`src/rtl/poca_pkg.sv`:
```
// Shared definitions for the POCA response path: default sizes, the
// word-count helper and the serializer FSM state type.
// Optional build macro: POCA_SER_CHECKSUM_EN (adds a trailing XOR checksum word).
package poca_pkg;

    localparam int unsigned DEF_MULT_SIZE = 283;
    localparam int unsigned DEF_HASH_SIZE = 256;
    localparam int unsigned DEF_WORD_SIZE = 32;

    // Number of WORD_SIZE words needed to carry `total` bits (ceiling division).
    function automatic int unsigned num_words(input int unsigned total, input int unsigned word);
        return (total + word - 1) / word;
    endfunction

    typedef enum logic [1:0] {
        IDLE = 2'd0,
        SEND = 2'd1,
        CSUM = 2'd2,
        DONE = 2'd3
    } ser_state_t;

endpackage

```
`src/rtl/poca_response_serializer_if.sv`:
```
// Word-stream link from the response serializer to the HSM/tester.
// The master drives data/valid/last, and the slave returns ready.
interface poca_response_serializer_if
    import poca_pkg::*;
#(
    parameter int unsigned WORD_SIZE = DEF_WORD_SIZE
);
    logic [WORD_SIZE-1:0] tx_data;
    logic                 tx_valid;
    logic                 tx_ready;
    logic                 tx_last;

    modport master (output tx_data, output tx_valid, output tx_last, input tx_ready);
    modport slave  (input tx_data, input tx_valid, input tx_last, output tx_ready);
endinterface

```
`src/rtl/poca_xor_accum.sv`:
```
// Clearable, enabled XOR accumulator used to build the frame checksum.
module poca_xor_accum #(
    parameter int unsigned WIDTH = 32
) (
    input  logic             clk,
    input  logic             rst,
    input  logic             clr,
    input  logic             en,
    input  logic [WIDTH-1:0] d,
    output logic [WIDTH-1:0] q
);

    // Clear has priority so a new frame always starts from zero.
    always_ff @(posedge clk or posedge rst) begin
        if (rst) begin
            q <= '0;
        end else if (clr) begin
            q <= '0;
        end else if (en) begin
            q <= q ^ d;
        end
    end

endmodule

```
`src/rtl/poca_response_serializer.sv`:
```
// Captures the wide POCA response on a rising edge of response_ready and
// streams it MSB-first as WORD_SIZE words over a valid/ready link.
// Optional build macro: POCA_SER_CHECKSUM_EN (appends the XOR of all data words).
module poca_response_serializer
    import poca_pkg::*;
#(
    parameter int unsigned MULT_SIZE = DEF_MULT_SIZE,
    parameter int unsigned HASH_SIZE = DEF_HASH_SIZE,
    parameter int unsigned WORD_SIZE = DEF_WORD_SIZE
) (
    input  logic                           clk,
    input  logic                           rst,
    input  logic [MULT_SIZE+HASH_SIZE-1:0] response,
    input  logic                           response_ready,
    poca_response_serializer_if.master     tx,
    output logic                           busy,
    output logic                           done,
    output logic                           overrun
);

    localparam int unsigned RESP_W    = MULT_SIZE + HASH_SIZE;
    localparam int unsigned NUM_WORDS = num_words(RESP_W, WORD_SIZE);
    localparam int unsigned PAD_W     = NUM_WORDS * WORD_SIZE;
    localparam int unsigned CNT_W     = $clog2(NUM_WORDS + 1);
`ifdef POCA_SER_CHECKSUM_EN
    localparam bit CSUM_EN = 1'b1;
`else
    localparam bit CSUM_EN = 1'b0;
`endif

    ser_state_t           state;
    logic [PAD_W-1:0]     shreg;
    logic [PAD_W-1:0]     shreg_next;
    logic [PAD_W-1:0]     frame;
    logic [CNT_W-1:0]     cnt;
    logic                 rq;
    logic                 req;
    logic                 xfer;
    logic                 last_data;
    logic [WORD_SIZE-1:0] word_q;
    logic                 valid_q;
    logic                 last_q;

    assign frame      = PAD_W'(response);
    assign shreg_next = shreg << WORD_SIZE;
    assign req        = response_ready && !rq;
    assign xfer       = valid_q && tx.tx_ready;
    assign last_data  = (cnt == CNT_W'(NUM_WORDS - 1));

    assign tx.tx_data  = word_q;
    assign tx.tx_valid = valid_q;
    assign tx.tx_last  = last_q;

`ifdef POCA_SER_CHECKSUM_EN
    logic [WORD_SIZE-1:0] acc_q;
    logic                 acc_clr;
    logic                 acc_en;

    assign acc_clr = (state == IDLE) && req;
    assign acc_en  = (state == SEND) && xfer;

    poca_xor_accum #(
        .WIDTH(WORD_SIZE)
    ) u_accum (
        .clk (clk),
        .rst (rst),
        .clr (acc_clr),
        .en  (acc_en),
        .d   (word_q),
        .q   (acc_q)
    );
`endif

    // Registered copy of response_ready for rising-edge detection.
    always_ff @(posedge clk or posedge rst) begin
        if (rst) begin
            rq <= 1'b0;
        end else begin
            rq <= response_ready;
        end
    end

    // Sticky overrun: any capture request outside IDLE, cleared only by reset.
    always_ff @(posedge clk or posedge rst) begin
        if (rst) begin
            overrun <= 1'b0;
        end else if (req && (state != IDLE)) begin
            overrun <= 1'b1;
        end
    end

    // Frame FSM; word_q always holds the word currently presented on the link,
    // so data/valid/last stay frozen while the sink stalls.
    always_ff @(posedge clk or posedge rst) begin
        if (rst) begin
            state   <= IDLE;
            shreg   <= '0;
            cnt     <= '0;
            word_q  <= '0;
            valid_q <= 1'b0;
            last_q  <= 1'b0;
            busy    <= 1'b0;
            done    <= 1'b0;
        end else begin
            case (state)
                IDLE: begin
                    done <= 1'b0;
                    if (req) begin
                        shreg   <= frame;
                        word_q  <= frame[PAD_W-1 -: WORD_SIZE];
                        cnt     <= '0;
                        valid_q <= 1'b1;
                        last_q  <= !CSUM_EN && (NUM_WORDS == 1);
                        busy    <= 1'b1;
                        state   <= SEND;
                    end
                end
                SEND: begin
                    if (xfer) begin
                        shreg <= shreg_next;
                        cnt   <= cnt + 1'b1;
                        if (last_data) begin
`ifdef POCA_SER_CHECKSUM_EN
                            // Accumulator has not yet absorbed this word, so fold it in here.
                            word_q <= acc_q ^ word_q;
                            last_q <= 1'b1;
                            state  <= CSUM;
`else
                            word_q  <= '0;
                            valid_q <= 1'b0;
                            last_q  <= 1'b0;
                            done    <= 1'b1;
                            state   <= DONE;
`endif
                        end else begin
                            word_q <= shreg_next[PAD_W-1 -: WORD_SIZE];
                            last_q <= !CSUM_EN && (cnt == CNT_W'(NUM_WORDS - 2));
                        end
                    end
                end
`ifdef POCA_SER_CHECKSUM_EN
                CSUM: begin
                    if (xfer) begin
                        word_q  <= '0;
                        valid_q <= 1'b0;
                        last_q  <= 1'b0;
                        done    <= 1'b1;
                        state   <= DONE;
                    end
                end
`endif
                DONE: begin
                    done  <= 1'b0;
                    busy  <= 1'b0;
                    state <= IDLE;
                end
                default: begin
                    word_q  <= '0;
                    valid_q <= 1'b0;
                    last_q  <= 1'b0;
                    busy    <= 1'b0;
                    done    <= 1'b0;
                    state   <= IDLE;
                end
            endcase
        end
    end

endmodule

```
`src/flat_wrapper.sv`:
```
// flat-port wrapper written by rule: the top's interface ports become plain ports
module poca_response_serializer_flat import poca_pkg::*;
#(
    parameter int unsigned MULT_SIZE = DEF_MULT_SIZE,
    parameter int unsigned HASH_SIZE = DEF_HASH_SIZE,
    parameter int unsigned WORD_SIZE = DEF_WORD_SIZE
)
  (clk, rst, response, response_ready, busy, done, overrun, tx_tx_data, tx_tx_valid, tx_tx_last, tx_tx_ready);
  poca_response_serializer_if #(.WORD_SIZE(WORD_SIZE)) tx_i ();
  input  logic clk;
  input  logic rst;
  input  logic [MULT_SIZE+HASH_SIZE-1:0] response;
  input  logic response_ready;
  output logic busy;
  output logic done;
  output logic overrun;
  output wire logic [$bits(tx_i.tx_data)-1:0] tx_tx_data;
  output wire logic [$bits(tx_i.tx_valid)-1:0] tx_tx_valid;
  output wire logic [$bits(tx_i.tx_last)-1:0] tx_tx_last;
  input wire logic [$bits(tx_i.tx_ready)-1:0] tx_tx_ready;
  assign tx_tx_data = tx_i.tx_data;
  assign tx_tx_valid = tx_i.tx_valid;
  assign tx_tx_last = tx_i.tx_last;
  assign tx_i.tx_ready = tx_tx_ready;
  poca_response_serializer #(.MULT_SIZE(MULT_SIZE), .HASH_SIZE(HASH_SIZE), .WORD_SIZE(WORD_SIZE)) u_core (.clk(clk), .rst(rst), .response(response), .response_ready(response_ready), .tx(tx_i), .busy(busy), .done(done), .overrun(overrun));
endmodule
```
`config.mk`:
```
export PLATFORM = sky130hd
export DESIGN_NAME = poca_response_serializer_flat
export DESIGN_NICKNAME = d
export VERILOG_FILES = /design/src/rtl/poca_pkg.sv /design/src/rtl/poca_response_serializer_if.sv /design/src/rtl/poca_xor_accum.sv /design/src/rtl/poca_response_serializer.sv /design/src/flat_wrapper.sv
export SDC_FILE = /design/constraint.sdc
export NUM_CORES = 2
export LEC_CHECK = 0
export BUFFER_PORTS_ARGS = -buffer_cell sky130_fd_sc_hd__buf_2
export CELL_PAD_IN_SITES_DETAIL_PLACEMENT = 0
export CELL_PAD_IN_SITES_GLOBAL_PLACEMENT = 2
export CORE_MARGIN = 4
export CORE_UTILIZATION = 34
export DETAILED_ROUTE_END_ITERATION = 12
export PLACE_DENSITY_LB_ADDON = 0.08
export SLEW_MARGIN = 30
export SYNTH_ARGS = -nofsm -noshare
export SYNTH_HDL_FRONTEND = slang
export SYNTH_HIERARCHICAL = 1
export SYNTH_SLANG_ARGS = --single-unit
```
`constraint.sdc`:
```
create_clock -name clk -period 56.7 [get_ports clk]
set_clock_uncertainty 0.1 [all_clocks]
set_input_delay 8.505 -clock clk [delete_from_list [all_inputs] [get_ports clk]]
set_output_delay 8.505 -clock clk [all_outputs]
set_load 0.1 [all_outputs]
```
After elaboration in Yosys (flattened, before gate mapping)
Index checks and enable logic that the tools add are counted.

operators by class
  bitwise operators = 2
  equality and inequality tests = 7
  reduce and logical (&&, ||, !) cells = 13
  $add $sub $neg = 1
  mux-type cells = 26

operators by type and width
  kind                 count
  $mux 512             2
  $pmux 512 s2         1
  $mux 32              3
  $pmux 32 s3          1
  $mux 5               2
  $pmux 5 s2           1
  $mux 1               9
  $reduce_and 3->1     3
  $mux 2               3
  $ne 2x1->1 const B   3
  $pmux 1 s3           2
  $add 5x1->5 const B  1
  $eq 5x4->1 const B   1
  $eq 5x5->1 const B   1
  $pmux 2 s2           1
  $reduce_and 2->1     2
  $reduce_and 4->1     1
  $reduce_bool 2->1    2
  $logic_and 1x1->1    3
  $eq 2x1->1 const B   1
  $eq 2x2->1 const B   1
  $logic_not 2->1      1
  $not 1->1            2
  $pmux 1 s2           1
  $logic_not 1->1      1

storage, ports and cells
  word-level logic and storage cells = 59
  register bits = 557

Depth between registers and ports, before layout
  word-level depth = 4
  gate-level depth with buffers = 8
  mapped depth without buffers = 5

Least setup slack after synthesis
OpenSTA, ideal clock, no wires.

  path kind = input to register
  from = input port response_ready
  to = register u_core.shreg[187]
  cell stages on the path = 7
  setup slack = 46.849 ns
  path buffers = 4
  arrival time = 9.624 ns
  required time = 56.473 ns
  cell sequence = or3b_1 a21oi_1 buf_4 buf_6 buf_6 buf_4 a31oi_1

on the way
  longest elaborated chain between the ends = 3

RTL lines
  item                               line                             text
  from (decl)                        flat_wrapper.sv:13               input logic response_ready;
  $logic_and 1x1->1                  poca_response_serializer.sv:46   assign req = response_ready && !rq;
  $ne 2x1->1 (no source line)        --
  $reduce_and 3->1 (no source line)  --
  to (signal assigned)               poca_response_serializer.sv:109  shreg <= frame;
  to (signal assigned)               poca_response_serializer.sv:120  shreg <= shreg_next;
  to (decl)                          poca_response_serializer.sv:32   logic [PAD_W-1:0] shreg;

No other way between the ends.
A chain may end at the register's enable or synchronous reset.

Worst setup path after layout
  from = input port response_ready
  to = register u_core.shreg[299]

Same word-level chain as after synthesis.

==> flow_summary.yaml <==
die:
  ios: 580
  die_w_um: 278
  initial_core_util_pct: 34.5
  chipHeight_um: 278
  die-area_um2: 77200
  row_count: 98
  fp.coreArea_um2: 71900
hold_path:
  hold_path.class: "reg -> reg"
  holdPathStages: 1
sta:
  finalHoldViolations: 0
  fin_setup_tns_ns: 0
  fmax_ghz: 0.0882
  finalMaxSlewViolations: 0
  slew_headroom_pct: 28.3
  min_period_ns: 11.34
  rsz0062_at_grt: "no"
  worstMarginPinSlew_ns: 1.08
  finalSetupViolCount: 0
  finalCritPeriodShare_pct: 20.0
critical_path:
  worstPathRequired_ns: 57.09
  endpoint_kind: "flop"
  path_class: "in -> reg"
  crit_path_max_fanout: 171
  rrSetupSlack_ns: 52.74
  arrival_ns: 11.73
  r2r_cells: 7
  start_kind: "primary input"
route:
  drtIter0Drc: 1632
  drc_errors: 0
  finalWirelength_um: 90700
  viasPerCell: 5.05
  wl_per_cell_um: 20.9
  antenna_left: 0
  vias: 21905
  dr.pass1.iters: 6
place:
  numPortBuffers: 579
  dp_hpwl_um: 64600
  gp_congestion: 0.874
final_layout:
  area_growth_pct: 22.1
  final_net_count: 3846
  layout-drive-gt1-share_pct: 21.4
grt:
  grt_pass1_vias: 23066
  grt_antenna_before_repair: 72
  grt_max_degree: 276
  grt_use_total_pct: 22.8
  grt_pass1_wl_um: 137000
  overflow: 0
power:
  power_mw: 1.66
  power_density_nw_per_um2: 55.0
  leakage_nw: 14.2
  ir_drop_uv: 49.1
synthesis:
  synth_nets: 3407
  synth_common_cells: "nand2_1, dfrtp_1, nor2_1, a31oi_1, clkbuf_1"
  ys_ff_latch: 557
  synth_cell_type_count: 31
  synth_edf_count: 0
  synth.area.top_cells: "dfrtp_1, nand2_1, a31oi_1"
  yosysWarningCount: 6
  synth_area_um2: 24800
  avgSynthCellArea_um2: 8.66
  synth_most_common_cell: "nand2_1"
  synthCells: 2861
  async_flop_share_pct: 100
  ys.flop_type: "dfrtp_1"
  yosysSeqAreaShare_pct: 56.3
  yosysTopAreaCell: "dfrtp_1"
  synth_top_area_share_pct: 56.3
clocking:
  tritoncts: "yes"
  postCtsHoldBufs: 0
  cts_sinks: 557
  root_buffer: "clkbuf_16"
  cts_buffer_depth: 3
  cts_buffers: 67
  htreeDepth: 3
  post_cts_resized: 0
  clk_pin_slew_worst_paths_ns: 0.06
  postCtsSetupRepairBufs: 0
  clkLatencyLatePin_ns: 0.59
outcome:
  run_status: "finished, final reports clean"
job:
  cap_violations: 0
-- final timing paths --
check,to,startpoint
worst max-delay path,u_core/shreg[299],response_ready
worst min-delay path,u_core/busy,u_core/busy
worst max register to register,u_core/shreg[299],u_core/state[0]
worst min register to register,u_core/busy,u_core/busy
max in group asynchronous,u_core/shreg[217],rst
min in group asynchronous,u_core/tx.tx_data[29],rst
-- kinds of logic after synthesis --
kind of cell / after synthesis / synth area share (%)
simple gates: 1466 / 22.3
fa+ha+maj: 3 / 0.152
buf+inv: 247 / 5.55
compound gates: 582 / 15.4
mux: 6 / 0.242
flops: 557 / 56.3
-- where the power goes --
group          total, mW  internal, mW  switching (mW)
Combinational      0.564         0.180           0.384
Clock              0.438         0.266           0.172
Sequential         0.662         0.560           0.102
-- worst max-delay path: stages --
cell and delay (ns):
buf_2 0.10, or3b_1 0.42, a21oi_4 0.67, buf_6 0.63
buf_12 0.43, buf_16 0.46, nor2_1 0.10, a31oi_1 0.18
-- through the flow --
step	cell area (um^2)	instances	utilization [%]	hold WS [ns]	setup WS [ns]
finish	30300	4337	42.1	0.380	45.36
global route	30200	4317	42.0	0.393	45.06
CTS	30100	4296	41.8	0.385	45.33
detailed placement	27800	4178	38.7	0.368	44.70
global placement	27800	4178	38.7	0.361	44.80
floorplan	24800	2861	-	0.373	32.52
-- cell type report --
cell class | instances | area (um^2)
clock inverters | 17 | 188
diodes | 38 | 95.1
flip-flops and latches | 557 | 13900
multi-input cells | 2057 | 9510
well taps | 950 | 1190
repair buffers | 605 | 3240
fillers | 7596 | 41600
clock buffers | 101 | 2040
inverters | 12 | 57.6
-- routing by layer --
layer  vias to the layer above  track usage (%)  wire length [um]
li1                      10566                -                 -
met1                     10617             26.9             35300
met2                       488             39.5             45400
met3                       170             7.81              7280
met4                        64             6.95              2300
met5                         -                0               377
-- placed cells by master, fill, tap and decap left out, types with 2 or more instances in the layout --
cell / n
nand2_1: 968
buf_2: 579
dfrtp_1: 557
nor2_1: 482
a31oi_1: 481
clkbuf_16: 73
diode_2: 38
a22o_1: 32
a22oi_1: 27
o2bb2ai_1: 27
clkbuf_1: 17
clkinv_2: 12
clkbuf_8: 11
inv_1: 11
buf_4: 11
buf_6: 7
mux2i_1: 6
buf_12: 5
bufinv_16: 4
nand3_1: 4
a21oi_1: 4
o21ai_0: 3
ha_1: 3
buf_16: 3
and3_1: 2
nand2b_1: 2
a21o_1: 2
-- flip-flops by register name, indices dropped and copies added, names as in the netlist --
signal              flops
u_core/busy             1
u_core/cnt              5
u_core/done             1
u_core/overrun          1
u_core/rq               1
u_core/shreg          512
u_core/state            2
u_core/tx.tx_data      32
u_core/tx.tx_last       1
u_core/tx.tx_valid      1
No activity file was read; power rests on OpenSTA's default activity.
